[config.mk]
export PLATFORM = sky130hd
export DESIGN_NAME = mc_ctrl_fsm
export DESIGN_NICKNAME = d
export VERILOG_FILES = /design/src/rtl/mc_ctrl_pkg.sv /design/src/rtl/mc_ctrl_fsm_instr_decode.sv /design/src/rtl/mc_ctrl_fsm.sv
export SDC_FILE = /design/constraint.sdc
export NUM_CORES = 1
export LEC_CHECK = 0
export BUFFER_PORTS_ARGS = -buffer_cell sky130_fd_sc_hd__buf_2
export CAP_MARGIN = 20
export CORE_AREA = 2 2 39 41
export CTS_BUF_LIST = sky130_fd_sc_hd__clkbuf_8 sky130_fd_sc_hd__clkbuf_16
export DETAILED_ROUTE_END_ITERATION = 8
export DIE_AREA = 0 0 41 43
export PLACE_DENSITY = 0.71
export SLEW_MARGIN = 10
export SYNTH_ARGS = -nofsm -noshare
export SYNTH_HDL_FRONTEND = slang
export SYNTH_SLANG_ARGS = --single-unit
[constraint.sdc]
create_clock -name clk -period 1.5 [get_ports clk]
set_clock_uncertainty 0.05 [all_clocks]
set_input_delay 0.15 -clock clk [delete_from_list [all_inputs] [get_ports clk]]
set_output_delay 0.15 -clock clk [all_outputs]
set_load 0.01 [all_outputs]
[src/rtl/mc_ctrl_pkg.sv]
// Shared encodings for the multi-cycle MIPS control unit:
// FSM states, ALU ops, opcodes/functs, mux select codes, instruction class.
package mc_ctrl_pkg;

  typedef enum logic [2:0] {
    S_FETCH  = 3'd0,
    S_DECODE = 3'd1,
    S_EXE    = 3'd2,
    S_MEM    = 3'd3,
    S_WB     = 3'd4
  } state_t;

  localparam logic [2:0] ALU_ADD = 3'b000;
  localparam logic [2:0] ALU_SUB = 3'b001;
  localparam logic [2:0] ALU_AND = 3'b010;
  localparam logic [2:0] ALU_OR  = 3'b011;
  localparam logic [2:0] ALU_SRL = 3'b100;
  localparam logic [2:0] ALU_SRA = 3'b101;

  localparam logic [5:0] OP_RTYPE = 6'b000000;
  localparam logic [5:0] OP_ORI   = 6'b001101;
  localparam logic [5:0] OP_LW    = 6'b100011;
  localparam logic [5:0] OP_SW    = 6'b101011;
  localparam logic [5:0] OP_BEQ   = 6'b000100;
  localparam logic [5:0] OP_LUI   = 6'b001111;
  localparam logic [5:0] OP_J     = 6'b000010;

  localparam logic [5:0] FN_ADDU = 6'b100001;
  localparam logic [5:0] FN_SUBU = 6'b100011;
  localparam logic [5:0] FN_AND  = 6'b100100;
  localparam logic [5:0] FN_OR   = 6'b100101;
  localparam logic [5:0] FN_SRLV = 6'b000110;
  localparam logic [5:0] FN_SRAV = 6'b000111;

  localparam logic [1:0] SRCB_REGB = 2'b00;
  localparam logic [1:0] SRCB_FOUR = 2'b01;
  localparam logic [1:0] SRCB_IMM  = 2'b10;
  localparam logic [1:0] SRCB_BOFF = 2'b11;

  localparam logic [1:0] EXT_ZERO = 2'b00;
  localparam logic [1:0] EXT_SIGN = 2'b01;
  localparam logic [1:0] EXT_LUI  = 2'b10;

  localparam logic [1:0] PC_ALU    = 2'b00;
  localparam logic [1:0] PC_ALUOUT = 2'b01;
  localparam logic [1:0] PC_JUMP   = 2'b10;

  typedef struct packed {
    logic rtype;
    logic ori;
    logic lui;
    logic lw;
    logic sw;
    logic beq;
    logic j;
    logic illegal;
  } icls_t;

endpackage

[src/rtl/mc_ctrl_fsm_instr_decode.sv]
// Combinational op/funct decode into a one-hot instruction class.
// Ports: i_op, i_funct in; o_cls, o_rt_aluop, o_shift_swap out.
module mc_instr_decode
  import mc_ctrl_pkg::*;
(
  input  logic [5:0] i_op,
  input  logic [5:0] i_funct,
  output icls_t      o_cls,
  output logic [2:0] o_rt_aluop,
  output logic       o_shift_swap
);

  always_comb begin
    o_cls        = '0;
    o_rt_aluop   = ALU_ADD;
    o_shift_swap = 1'b0;
    case (i_op)
      OP_RTYPE: begin
        o_cls.rtype = 1'b1;
        case (i_funct)
          FN_ADDU: o_rt_aluop = ALU_ADD;
          FN_SUBU: o_rt_aluop = ALU_SUB;
          FN_AND:  o_rt_aluop = ALU_AND;
          FN_OR:   o_rt_aluop = ALU_OR;
          FN_SRLV: begin
            o_rt_aluop   = ALU_SRL;
            o_shift_swap = 1'b1;
          end
          FN_SRAV: begin
            o_rt_aluop   = ALU_SRA;
            o_shift_swap = 1'b1;
          end
          default: begin
            o_cls.rtype   = 1'b0;
            o_cls.illegal = 1'b1;
          end
        endcase
      end
      OP_ORI:  o_cls.ori     = 1'b1;
      OP_LUI:  o_cls.lui     = 1'b1;
      OP_LW:   o_cls.lw      = 1'b1;
      OP_SW:   o_cls.sw      = 1'b1;
      OP_BEQ:  o_cls.beq     = 1'b1;
      OP_J:    o_cls.j       = 1'b1;
      default: o_cls.illegal = 1'b1;
    endcase
  end

endmodule

[src/rtl/mc_ctrl_fsm.sv]
// Multi-cycle MIPS control FSM: FETCH/DECODE/EXE/MEM/WB sequencing.
// Ports: clk, reset, op, funct, zero in; ALU/mux selects, write enables,
// InstrDone and Illegal pulses out. All outputs are 0 while reset is high.
module mc_ctrl_fsm
  import mc_ctrl_pkg::*;
#(
  parameter bit RESET_PC_WRITE = 1'b0
) (
  input  logic       clk,
  input  logic       reset,
  input  logic [5:0] op,
  input  logic [5:0] funct,
  input  logic       zero,
  output logic [2:0] ALUOp,
  output logic       ALUSrcA,
  output logic [1:0] ALUSrcB,
  output logic [1:0] ExtOp,
  output logic       ShiftSwap,
  output logic       PCWrite,
  output logic [1:0] PCSrc,
  output logic       IRWrite,
  output logic       RegWrite,
  output logic       RegDst,
  output logic       MemtoReg,
  output logic       MemWrite,
  output logic       InstrDone,
  output logic       Illegal
);

  state_t     r_state;
  state_t     w_next;
  icls_t      w_cls;
  logic [2:0] w_rt_aluop;
  logic       w_swap;

  mc_instr_decode u_dec (
    .i_op         (op),
    .i_funct      (funct),
    .o_cls        (w_cls),
    .o_rt_aluop   (w_rt_aluop),
    .o_shift_swap (w_swap)
  );

  always_ff @(posedge clk) begin
    if (reset) r_state <= S_FETCH;
    else       r_state <= w_next;
  end

  always_comb begin
    w_next    = S_FETCH;
    ALUOp     = ALU_ADD;
    ALUSrcA   = 1'b0;
    ALUSrcB   = SRCB_REGB;
    ExtOp     = EXT_ZERO;
    ShiftSwap = 1'b0;
    PCWrite   = 1'b0;
    PCSrc     = PC_ALU;
    IRWrite   = 1'b0;
    RegWrite  = 1'b0;
    RegDst    = 1'b0;
    MemtoReg  = 1'b0;
    MemWrite  = 1'b0;
    InstrDone = 1'b0;
    Illegal   = 1'b0;
    if (reset) begin
      PCWrite  = RESET_PC_WRITE;
      IRWrite  = RESET_PC_WRITE;
      RegWrite = RESET_PC_WRITE;
      MemWrite = RESET_PC_WRITE;
    end else begin
      case (r_state)
        S_FETCH: begin
          IRWrite = 1'b1;
          ALUSrcB = SRCB_FOUR;
          PCWrite = 1'b1;
          w_next  = S_DECODE;
        end
        S_DECODE: begin
          // Branch target is computed here speculatively into ALUOut.
          ALUSrcB = SRCB_BOFF;
          if (w_cls.j) begin
            PCSrc     = PC_JUMP;
            PCWrite   = 1'b1;
            InstrDone = 1'b1;
          end else if (w_cls.illegal) begin
            Illegal   = 1'b1;
            InstrDone = 1'b1;
          end else begin
            w_next = S_EXE;
          end
        end
        S_EXE: begin
          unique case (1'b1)
            w_cls.rtype: begin
              ALUSrcA   = 1'b1;
              ALUOp     = w_rt_aluop;
              ShiftSwap = w_swap;
              w_next    = S_WB;
            end
            w_cls.ori: begin
              ALUSrcB = SRCB_IMM;
              ALUOp   = ALU_OR;
              w_next  = S_WB;
            end
            w_cls.lui: begin
              // rs is $0, so OR passes the shifted immediate through.
              ExtOp   = EXT_LUI;
              ALUSrcB = SRCB_IMM;
              ALUSrcA = 1'b1;
              ALUOp   = ALU_OR;
              w_next  = S_WB;
            end
            w_cls.lw, w_cls.sw: begin
              ExtOp   = EXT_SIGN;
              ALUSrcB = SRCB_IMM;
              w_next  = S_MEM;
            end
            w_cls.beq: begin
              ALUSrcA   = 1'b1;
              ALUOp     = ALU_SUB;
              PCSrc     = PC_ALUOUT;
              PCWrite   = zero;
              InstrDone = 1'b1;
            end
            default: ;
          endcase
        end
        S_MEM: begin
          if (w_cls.sw) begin
            MemWrite  = 1'b1;
            InstrDone = 1'b1;
          end else if (w_cls.lw) begin
            w_next = S_WB;
          end
        end
        S_WB: begin
          RegWrite  = 1'b1;
          InstrDone = 1'b1;
          RegDst    = w_cls.rtype;
          MemtoReg  = w_cls.lw;
        end
        default: ;
      endcase
    end
  end

endmodule

==> results by group, run 1 <==
Status
  • Status: complete, but fails checks
  • Violated checks: negative setup slack

Global routing
  • Number of antenna violations at the first check in global routing: 0
  • Global route total overflow: 0
  • Pin count of the biggest net entering global routing: 9
  • Vias in the first global route: 777
  • Wire length of the first global-routing pass: 3381 um
  • GRT Total Usage: 27.21%

Route
  • Drc violations: 0
  • Vias per std cell: 5.708
  • Sum of routed wire length over all layers: 2867 um
  • Detailed-route via count: 919
  • First-pass detailed-route iteration total: 4
  • Average detailed-routed wire length per instance: 17.81 um
  • Post-route antenna net violation count: 0
  • Starting DRT DRC Count: 27

Min path
  • Hold Crit Start: reset
  • Number of cells on the worst hold path: 2
  • Classification of the worst-slack hold path: in2reg
  • Capture endpoint of the worst hold path: r_state[1]$_SDFF_PP0_

Yosys
  • Primary flip-flop cell chosen by synthesis mapping: sky130_fd_sc_hd__dfxtp_1
  • Proportion of netlist area held by the largest area contributor: 11.68%
  • Mean cell area of the mapped netlist: 6.593 sq um
  • Top post-synthesis cells by area: sky130_fd_sc_hd__dfxtp_1 (12%), sky130_fd_sc_hd__nor2_1 (7.3%), sky130_fd_sc_hd__nor3b_1 (7.3%)
  • Share of flip-flops with an asynchronous set or reset: 0%
  • Netlist Area Pre-Place: 514.2 sq um
  • Instance count of the mapped netlist: 78
  • Library cell occupying the most area in the post-synthesis netlist: sky130_fd_sc_hd__dfxtp_1
  • Count of warnings emitted by yosys: 0
  • Number of flops mapped to enable cells by yosys: 0
  • Fraction of the yosys area taken by sequential cells: 11.68%
  • Flip-flop and latch count after synthesis: 3
  • Distinct cell type count after synthesis: 34
  • Post-synth net total: 93

Final layout
  • Layout overhead on the synthesized area: 138.0%
  • Area of combinational cells with multiple inputs: 595.6 sq um
  • Layout cells sized above 1: 73.10%
  • Final antenna diode count: 0
  • Number of nets at the end of the flow: 161
  • Total area of sequential cells: 66.31 sq um
  • Max reg flops: 3
  • Registers with the most flip-flops: r_state (3)
  • Reg with most FFs: r_state
  • Fill cell total of the finished layout: 74

Die
  • Number of top-level pins: 34
  • Height of the chip: 43 um
  • Area enclosed by the die boundary: 1763 sq um
  • Standard-cell row count: 14
  • Starting utilization of the core area: 37.16%
  • Area of the core: 1384 sq um
  • Die Wd: 41 um

Setup path
  • Largest fanout on the critical path: 3
  • Length in cells of the worst reg-to-reg path: 5
  • Worst flop-to-flop path endpoint: r_state[0]$_SDFF_PP0_
  • Type of the worst setup path: reg2out
  • Critical path data required time: 1.30 ns
  • Critical path endpoint category: output port
  • Crit start category: flop
  • Worst R2R Setup Slack: 0.22 ns
  • Worst path slowest cell: sky130_fd_sc_hd__dfxtp_2
  • Critical path arrival: 1.47 ns
  • Ordered cell list for the critical path: inv_4, nor4_4, buf_4, nand3_4, nor3b_2, buf_2
  • Delay of the slowest cell on the worst path: 0.35 ns
  • R2R Path Start: r_state[1]$_SDFF_PP0_

STA
  • Post-Route Setup TNS: -1.238 ns
  • Setup repair after global routing missed its margin: yes
  • Share of the cycle needed by the critical path after routing: 111.5%
  • Highest clock frequency the design can meet: 0.5982 GHz
  • Final min period: 1.672 ns
  • Number of slew-limit violations in the final report: 0
  • Final critical-path setup slack: -0.1718 ns
  • Slew margin rel.: 74.71%
  • Slew at the pin closest to its max-slew limit: 0.3760 ns
  • Hold Vio Cnt, Final: 0
  • Tightest hold margin: 0.2316 ns
  • Setup-failing EPs final: 13

Clocking
  • Clock transition at the registers of the reported paths: 0.03 ns
  • Clock Tree Root: sky130_fd_sc_hd__clkbuf_8
  • Inserted Clock Buffers: 3
  • Clock insertion delay at the later pin of the skew report: 0.22 ns
  • Max clock buf depth: 2
  • H-Tree Level Count: 1
  • Clk sinks: 3
  • TritonCTS clock tree: done

Place
  • Detail Placement HPWL: 1454 um
  • Count of port buffers added during placement: 33
  • Placer's final routability congestion estimate: 0.7779

Pwr
  • Static leakage: 0.5773 nW
  • P per Cell Area: 427.9 nW/um^2
  • Maximum vdd ir drop: 0.0005210 V

Run
  • Number of max-cap violations: 0
[worst max-delay path, delay by kind of cell, from the launching register on]
family                 cells  cell delay, ns
flip-flops                 1            0.35
AND/OR/NAND/NOR            3            0.53
buffers and inverters      3            0.37
[report_power, final]
| group | total (W) | leakage (nW) | switching, W | internal, W |
|---|---|---|---|---|
| Combinational | 0.000202 | 0.524 | 0.000101 | 0.000101 |
| Clock | 0.000236 | 0.0269 | 0.0000614 | 0.000175 |
| Sequential | 0.0000849 | 0.0260 | 0.00000343 | 0.0000815 |
| Total | 0.000524 | 0.577 | 0.000166 | 0.000358 |
[per-stage QoR]
stage	area, sq um	power, W	instances	setup WS [ns]	utilization (%)
4_1_cts	1033	0.0004796	156	-0.09068	74.68
3_5_place_dp	865.8	0.0002288	148	-0.1857	62.57
5_1_grt	1224	0.0005521	161	-0.2377	88.43
6_report	1224	0.0005236	161	-0.1718	88.43
3_3_place_gp	865.8	0.0002255	148	-0.1341	62.57
2_1_floorplan	514.2	0.0001412	78	-0.03512	-
[routing by layer]
metal  global-route usage, %  wire (um)  vias to the layer above
met5                       0          0                        -
met4                   4.000         51                        0
met3                   7.330        220                        8
met2                   43.75       1452                       59
met1                   35.69       1142                      427
li1                        -          -                      425
[area by class of cell]
cell class / instances / area share [%]
well taps: 16 / 1.636
repair buffers: 66 / 39.16
multi-input cells: 68 / 48.67
clock inverters: 1 / 0.3067
flip-flops and latches: 3 / 5.419
clock buffers: 3 / 3.374
inverters: 4 / 1.431
[worst max-delay path by stage]
stage | from | endpoint | slack (ns) | cells past startpoint
after global placement | op[2] | ALUOp[0] | -0.13 | 7
after floorplan | r_state[1]$_SDFF_PP0_ | ALUOp[2] | -0.04 | 5
after detailed placement | op[2] | ALUOp[0] | -0.19 | 7
after CTS | r_state[2]$_SDFF_PP0_ | ShiftSwap | -0.09 | 5
final | r_state[1]$_SDFF_PP0_ | ALUOp[2] | -0.17 | 6
after global routing | r_state[1]$_SDFF_PP0_ | ALUOp[2] | -0.24 | 6
[timing repair]
item                       in CTS  in global routing
hold buffers                    0                  0
resized for setup              24                 34
setup buffers                   4                  8
pin swaps                       8                 16
setup endpoints to repair       9                 14
[synthesized netlist by cell type (all sizes together), types with 3 or more instances]
master and number:
a21oi 6, dfxtp 3, inv 4, nand2 4
nand3 5, nor2 10, nor3 6, nor3b 5
o21ai 4
[cell families after synthesis]
logic type / count (synthesis) / synth area share, %
AO/OA/AOI/OAI: 18 / 22.38
XOR/XNOR: 2 / 3.407
buffers and inverters: 7 / 5.595
flip-flops: 3 / 11.68
AND/OR/NAND/NOR: 48 / 56.94
[layout by cell type, fill, tap and decap left out, drive strengths merged, types with 2 or more instances in the layout]
master,synthesis,final
nand3b,2,2
and2,2,2
a21oi,6,6
and4b,2,2
nor4,2,2
a31oi,2,2
nor2,10,10
and3,2,2
nand2,4,4
nand3,5,5
nand4,2,2
nor3,6,6
nor3b,5,5
or2,2,2
o21ai,4,4
inv,4,5
clkbuf,1,3
buf,2,66
nor2b,2,2
dfxtp,3,3
o22ai,2,2
(Power assumes the default switching activity.)
==> run 2, diff against run 1 <==
--- a/config.mk
+++ b/config.mk
@@ -5,14 +5,16 @@
 export SDC_FILE = /design/constraint.sdc
 export NUM_CORES = 1
 export LEC_CHECK = 0
+export ABC_AREA = 1
 export BUFFER_PORTS_ARGS = -buffer_cell sky130_fd_sc_hd__buf_2
 export CAP_MARGIN = 20
-export CORE_AREA = 2 2 39 41
+export CORE_UTILIZATION = 41
 export CTS_BUF_LIST = sky130_fd_sc_hd__clkbuf_8 sky130_fd_sc_hd__clkbuf_16
 export DETAILED_ROUTE_END_ITERATION = 8
-export DIE_AREA = 0 0 41 43
-export PLACE_DENSITY = 0.71
+export GPL_TIMING_DRIVEN = 0
+export PLACE_DENSITY = 0.74
 export SLEW_MARGIN = 10
 export SYNTH_ARGS = -nofsm -noshare
 export SYNTH_HDL_FRONTEND = slang
 export SYNTH_SLANG_ARGS = --single-unit
+export TNS_END_PERCENT = 5
==> results by group, run 2 <==
Status
  • Status: complete, but fails checks
  • Violated checks: negative setup slack

Route
  • Drc violations: 0
  • Sum of routed wire length over all layers: 1508 um
  • Detailed-route via count: 740
  • Post-route antenna net violation count: 0
  • First-pass detailed-route iteration total: 4
  • Average detailed-routed wire length per instance: 10.05 um
  • Starting DRT DRC Count: 14
  • Vias per std cell: 4.933

STA
  • Setup repair after global routing missed its margin: yes
  • Number of slew-limit violations in the final report: 0
  • Slew margin rel.: 82.07%
  • Setup-failing EPs final: 4
  • Hold Vio Cnt, Final: 0
  • Slew at the pin closest to its max-slew limit: 0.2675 ns
  • Final min period: 1.554 ns
  • Post-Route Setup TNS: -0.1424 ns
  • Tightest hold margin: 0.1854 ns
  • Final critical-path setup slack: -0.05387 ns
  • Share of the cycle needed by the critical path after routing: 103.6%
  • Highest clock frequency the design can meet: 0.6436 GHz

Clocking
  • H-Tree Level Count: 1
  • Clk sinks: 3
  • Buffers inserted during post-CTS setup optimization: 0
  • Clock transition at the registers of the reported paths: 0.03 ns
  • Max clock buf depth: 2
  • Clock Tree Root: sky130_fd_sc_hd__clkbuf_8
  • Post-CTS Hold Buffers: 0
  • Inserted Clock Buffers: 3
  • Clock insertion delay at the later pin of the skew report: 0.21 ns
  • TritonCTS clock tree: done

Die
  • Starting utilization of the core area: 46.00%
  • Die Wd: 38.02 um
  • Standard-cell row count: 12
  • Area enclosed by the die boundary: 1445 sq um
  • Height of the chip: 38.02 um
  • Number of top-level pins: 34
  • Area of the core: 1156 sq um

Final layout
  • Fill cell total of the finished layout: 121
  • Final antenna diode count: 0
  • Number of nets at the end of the flow: 152
  • Registers with the most flip-flops: r_state (3)
  • Reg with most FFs: r_state
  • Final cell count without fillers: 150
  • Most common library cell in the layout ignoring fill and taps: sky130_fd_sc_hd__buf_2
  • Max reg flops: 3
  • Layout cells sized above 1: 42.65%
  • Layout overhead on the synthesized area: 49.18%
  • Leading cell types in the layout, fill and taps excluded: sky130_fd_sc_hd__buf_2 (33), sky130_fd_sc_hd__nor2_1 (24), sky130_fd_sc_hd__inv_1 (15), sky130_fd_sc_hd__nand2_1 (14), sky130_fd_sc_hd__nand3_1 (9)
  • Post-layout utilization of the core: 68.61%

Setup path
  • Crit start category: flop
  • Largest fanout on the critical path: 6
  • Startpoint of the most critical setup path: r_state[2]$_SDFF_PP0_
  • Critical path arrival: 1.35 ns
  • Critical path endpoint category: output port
  • Worst R2R Setup Slack: 0.47 ns
  • Critical path data required time: 1.30 ns
  • R2R Path Start: r_state[0]$_SDFF_PP0_
  • Worst flop-to-flop path endpoint: r_state[2]$_SDFF_PP0_
  • Length in cells of the worst reg-to-reg path: 4
  • Type of the worst setup path: reg2out

Pwr
  • Static leakage: 0.4268 nW
  • Maximum vdd ir drop: 0.0004933 V
  • P per Cell Area: 527.1 nW/um^2

Place
  • Pre-CTS setup slack: 0.02711 ns
  • Post-Place Cells: 146
  • Count of port buffers added during placement: 32
  • Placer's final routability congestion estimate: 0.8721
  • Detail Placement HPWL: 1203 um

Yosys
  • Top post-synthesis cells by area: sky130_fd_sc_hd__nor2_1 (19%), sky130_fd_sc_hd__inv_1 (13%), sky130_fd_sc_hd__dfxtp_1 (11%)
  • Primary flip-flop cell chosen by synthesis mapping: sky130_fd_sc_hd__dfxtp_1
  • Library cell occupying the most area in the post-synthesis netlist: sky130_fd_sc_hd__nor2_1
  • Synth top cells by count: sky130_fd_sc_hd__nor2_1 (27), sky130_fd_sc_hd__inv_1 (18), sky130_fd_sc_hd__nand2_1 (14)
  • Post-synth net total: 115
  • Fraction of the yosys area taken by sequential cells: 11.29%
  • Number of flops mapped to enable cells by yosys: 0
  • Mean cell area of the mapped netlist: 5.318 sq um
  • Flip-flop and latch count after synthesis: 3
  • Proportion of netlist area held by the largest area contributor: 19.06%
  • Share of flip-flops with an asynchronous set or reset: 0%
  • Distinct cell type count after synthesis: 20
  • Count of warnings emitted by yosys: 0
  • Most numerous cell in the Yosys netlist: sky130_fd_sc_hd__nor2_1
  • Instance count of the mapped netlist: 100
  • Netlist Area Pre-Place: 531.8 sq um

Min path
  • Classification of the worst-slack hold path: in2reg
  • Number of cells on the worst hold path: 2
  • Capture endpoint of the worst hold path: r_state[1]$_SDFF_PP0_
  • Hold Crit Start: reset

Global routing
  • Vias in the first global route: 622
  • GRT Total Usage: 22.37%
  • Number of antenna violations at the first check in global routing: 0
  • Pin count of the biggest net entering global routing: 10
  • Wire length of the first global-routing pass: 2304 um
  • Global route total overflow: 0

Run
  • Number of max-cap violations: 0
## run 2: cell types whose count changed after synthesis, sizes merged, moves of 3 or more
cell,delta
nor2,+18
inv,+14
nand2,+13
nand3,+7
nor3b,-5
o21ai,-3
## run 2: area by class of cell
cell class | instances | area [sq um] | share of cell area (%)
buffer | 1 | 5.005 | 0.6309
clock inverter | 1 | 3.754 | 0.4732
inverter | 18 | 67.56 | 8.517
sequential | 3 | 71.32 | 8.991
clock buffer | 3 | 41.29 | 5.205
tap | 14 | 17.52 | 2.208
timing repair buffer | 32 | 160.2 | 20.19
multi-input combinational | 78 | 426.7 | 53.79
## run 2: cells by family after synthesis
group	synth area share, %
AND/OR/NAND/NOR	67.30
buffers and inverters	13.65
AO/OA/AOI/OAI	7.763
flip-flops	11.29
## run 2: worst max path at each step
stage	to	slack, ns	cells after the start
2_1_floorplan	Illegal	0.18	5
3_3_place_gp	PCWrite	0.06	5
3_5_place_dp	PCWrite	0.03	5
4_1_cts	ALUSrcB[1]	-0.08	7
5_1_grt	ALUSrcB[1]	-0.15	6
6_report	ALUSrcB[1]	-0.05	6
## run 2: critical path, stage by stage, from the launching register on
cell and delay [ns]:
sky130_fd_sc_hd__dfxtp_4 0.36, sky130_fd_sc_hd__nor2_4 0.08, sky130_fd_sc_hd__inv_2 0.05, sky130_fd_sc_hd__nor3_4 0.17
sky130_fd_sc_hd__nand4_1 0.20, sky130_fd_sc_hd__nand3b_1 0.15, sky130_fd_sc_hd__buf_2 0.14
## run 2: per-stage QoR
stage / cell area, sq um / total power, W
floorplan: 531.8 / 0.0001467
global placement: 709.4 / 0.0001876
detailed placement: 709.4 / 0.0001895
CTS: 785.8 / 0.0004272
global route: 793.3 / 0.0004440
finish: 793.3 / 0.0004181
## run 2: timing repair
item | CTS | global route
setup endpoints to repair | 8 | 13
resized for setup | 14 | 3
pin swaps | 3 | 3
## run 2: per-layer routing
metal	wire [um]	vias up	GRT usage [%]	part of all wire [%]
met5	0	-	0	0
met4	0	0	8.036	0
met3	61	0	0	4.0
met2	818	23	45.26	54
met1	628	318	24.47	42
li1	-	399	-	-
## run 2: where the power goes
part           internal (W)  switching [W]
clock              0.000174      0.0000535
sequential        0.0000794     0.00000436
combinational     0.0000405      0.0000661
==> run 3, diff against run 2 <==
--- a/config.mk
+++ b/config.mk
@@ -8,11 +8,11 @@
 export ABC_AREA = 1
 export BUFFER_PORTS_ARGS = -buffer_cell sky130_fd_sc_hd__buf_2
 export CAP_MARGIN = 20
-export CORE_UTILIZATION = 41
+export CORE_AREA = 2 2 39 41
 export CTS_BUF_LIST = sky130_fd_sc_hd__clkbuf_8 sky130_fd_sc_hd__clkbuf_16
 export DETAILED_ROUTE_END_ITERATION = 8
-export GPL_TIMING_DRIVEN = 0
-export PLACE_DENSITY = 0.74
+export DIE_AREA = 0 0 41 43
+export PLACE_DENSITY = 0.72
 export SLEW_MARGIN = 10
 export SYNTH_ARGS = -nofsm -noshare
 export SYNTH_HDL_FRONTEND = slang
==> constraint.sdc (replaced) <==
create_clock -name clk -period 1.95 [get_ports clk]
set_clock_uncertainty 0.05 [all_clocks]
set_input_delay 0.195 -clock clk [delete_from_list [all_inputs] [get_ports clk]]
set_output_delay 0.195 -clock clk [all_outputs]
set_load 0.01 [all_outputs]
==> results by group, run 3 (synthesis gave the netlist of run 2 again) <==
Status
  • Status: complete, no violations

Setup path
  • Worst flop-to-flop path endpoint: r_state[1]$_SDFF_PP0_
  • Crit start category: flop
  • Worst R2R Setup Slack: 0.74 ns
  • Type of the worst setup path: reg2out
  • Largest fanout on the critical path: 4
  • Length in cells of the worst reg-to-reg path: 4
  • Critical path endpoint category: output port
  • R2R Path Start: r_state[0]$_SDFF_PP0_
  • Critical path data required time: 1.70 ns
  • Critical path arrival: 1.49 ns

Die
  • Area enclosed by the die boundary: 1763 sq um
  • Number of top-level pins: 34
  • Die Wd: 41 um
  • Height of the chip: 43 um
  • Area of the core: 1384 sq um
  • Starting utilization of the core area: 38.43%
  • Standard-cell row count: 14

Pwr
  • P per Cell Area: 429.4 nW/um^2
  • Static leakage: 0.4210 nW
  • Maximum vdd ir drop: 0.0003230 V

Clocking
  • H-Tree Level Count: 1
  • Clock Tree Root: sky130_fd_sc_hd__clkbuf_8
  • Clock transition at the registers of the reported paths: 0.03 ns
  • TritonCTS clock tree: done
  • Buffers inserted during post-CTS setup optimization: 0
  • Clk sinks: 3
  • Inserted Clock Buffers: 3
  • Post-CTS Resized: 0
  • Max clock buf depth: 2
  • Post-CTS Hold Buffers: 0
  • Clock insertion delay at the later pin of the skew report: 0.22 ns

Final layout
  • Registers with the most flip-flops: r_state (3)
  • Leading cell types in the layout, fill and taps excluded: sky130_fd_sc_hd__buf_2 (33), sky130_fd_sc_hd__nor2_1 (27), sky130_fd_sc_hd__inv_1 (19), sky130_fd_sc_hd__nand2_1 (14), sky130_fd_sc_hd__nand3_1 (10)
  • Number of nets at the end of the flow: 152
  • Layout overhead on the synthesized area: 42.35%
  • Final antenna diode count: 0
  • Final cell count without fillers: 152
  • Reg with most FFs: r_state
  • Most common library cell in the layout ignoring fill and taps: sky130_fd_sc_hd__buf_2
  • Max reg flops: 3
  • Layout cells sized above 1: 33.82%

Global routing
  • Global route total overflow: 0
  • Wire length of the first global-routing pass: 2553 um
  • GRT Total Usage: 21.26%
  • Number of antenna violations at the first check in global routing: 0
  • Vias in the first global route: 679
  • Pin count of the biggest net entering global routing: 10

STA
  • Slew at the pin closest to its max-slew limit: 0.3537 ns
  • Final min period: 1.735 ns
  • Post-Route Setup TNS: 0 ns
  • Number of slew-limit violations in the final report: 0
  • Slew margin rel.: 76.24%
  • Hold Vio Cnt, Final: 0
  • Setup-failing EPs final: 0
  • Share of the cycle needed by the critical path after routing: 88.99%
  • Setup repair after global routing missed its margin: no
  • Highest clock frequency the design can meet: 0.5763 GHz

Route
  • Vias per std cell: 4.928
  • Drc violations: 0
  • Detailed-route via count: 749
  • First-pass detailed-route iteration total: 5
  • Sum of routed wire length over all layers: 1588 um
  • Average detailed-routed wire length per instance: 10.45 um
  • Post-route antenna net violation count: 0
  • Starting DRT DRC Count: 16

Place
  • Post-Place Cells: 148
  • Count of port buffers added during placement: 33
  • Placer's final routability congestion estimate: 0.8791
  • Detail Placement HPWL: 1323 um

Min path
  • Hold Crit Start: reset
  • Classification of the worst-slack hold path: in2reg
  • Number of cells on the worst hold path: 2
  • Capture endpoint of the worst hold path: r_state[1]$_SDFF_PP0_

Run
  • Number of max-cap violations: 0
## run 3: cell count changes in the layout (fill, tap and decap cells not counted), moves of 2 or more
cell and change:
sky130_fd_sc_hd__inv_2 -4, sky130_fd_sc_hd__inv_1 +4, sky130_fd_sc_hd__nor2_4 -2, sky130_fd_sc_hd__nor2_1 +3, sky130_fd_sc_hd__dfxtp_1 +3, sky130_fd_sc_hd__dfxtp_4 -3
## run 3: critical path, cell delays in order (launching register included)
cell and delay [ns]:
sky130_fd_sc_hd__dfxtp_1 0.42, sky130_fd_sc_hd__inv_1 0.11, sky130_fd_sc_hd__nor3_1 0.22, sky130_fd_sc_hd__nand3b_1 0.13, sky130_fd_sc_hd__nand2_1 0.07, sky130_fd_sc_hd__nor2_1 0.03
sky130_fd_sc_hd__a21oi_1 0.14, sky130_fd_sc_hd__buf_2 0.15
## run 3: worst max-delay path by stage
stage,startpoint,end,cells past startpoint
after floorplan,r_state[2]$_SDFF_PP0_,Illegal,5
after global placement,op[5],InstrDone,9
after detailed placement,op[5],InstrDone,9
after CTS,r_state[0]$_SDFF_PP0_,InstrDone,7
after global routing,r_state[0]$_SDFF_PP0_,PCWrite,5
final,r_state[0]$_SDFF_PP0_,InstrDone,7
## run 3: layout make-up
type / instances / area (sq um)
Clock inverter: 1 / 3.754
Sequential cell: 3 / 60.06
Tap cell: 16 / 20.02
Multi-Input combinational cell: 78 / 399.1
Timing Repair Buffer: 33 / 165.2
Inverter: 18 / 67.56
Fill cell: 165 / 626.9
Clock buffer: 3 / 41.29
## run 3: stage by stage
step | setup WS (ns) | hold slack, ns | instance area (sq um) | power, W | utilization [%]
5_1_grt | 0.08320 | 0.1933 | 757.0 | 0.0003501 | 54.70
3_5_place_dp | 0.4348 | 0.4174 | 711.9 | 0.0001464 | 51.45
6_report | 0.2148 | 0.1869 | 757.0 | 0.0003250 | 54.70
2_1_floorplan | 0.5898 | 0.3855 | 531.8 | 0.0001129 | -
3_3_place_gp | 0.4561 | 0.4159 | 711.9 | 0.0001440 | 51.45
4_1_cts | 0.2126 | 0.1866 | 757.0 | 0.0003307 | 54.70
## run 3: metal layers
metal | wire length (um) | share of wire, % | track usage (%)
met5 | 0 | 0 | 0
met4 | 44 | 2.8 | 13.33
met3 | 162 | 10 | 7.853
met2 | 730 | 46 | 33.44
met1 | 650 | 41 | 22.44
## run 3: where the power goes
part           internal (W)  switching, W   total, W
Clock              0.000134     0.0000447   0.000179
Sequential        0.0000638    0.00000310  0.0000669
Combinational     0.0000297     0.0000494  0.0000791
Total              0.000228     0.0000973   0.000325
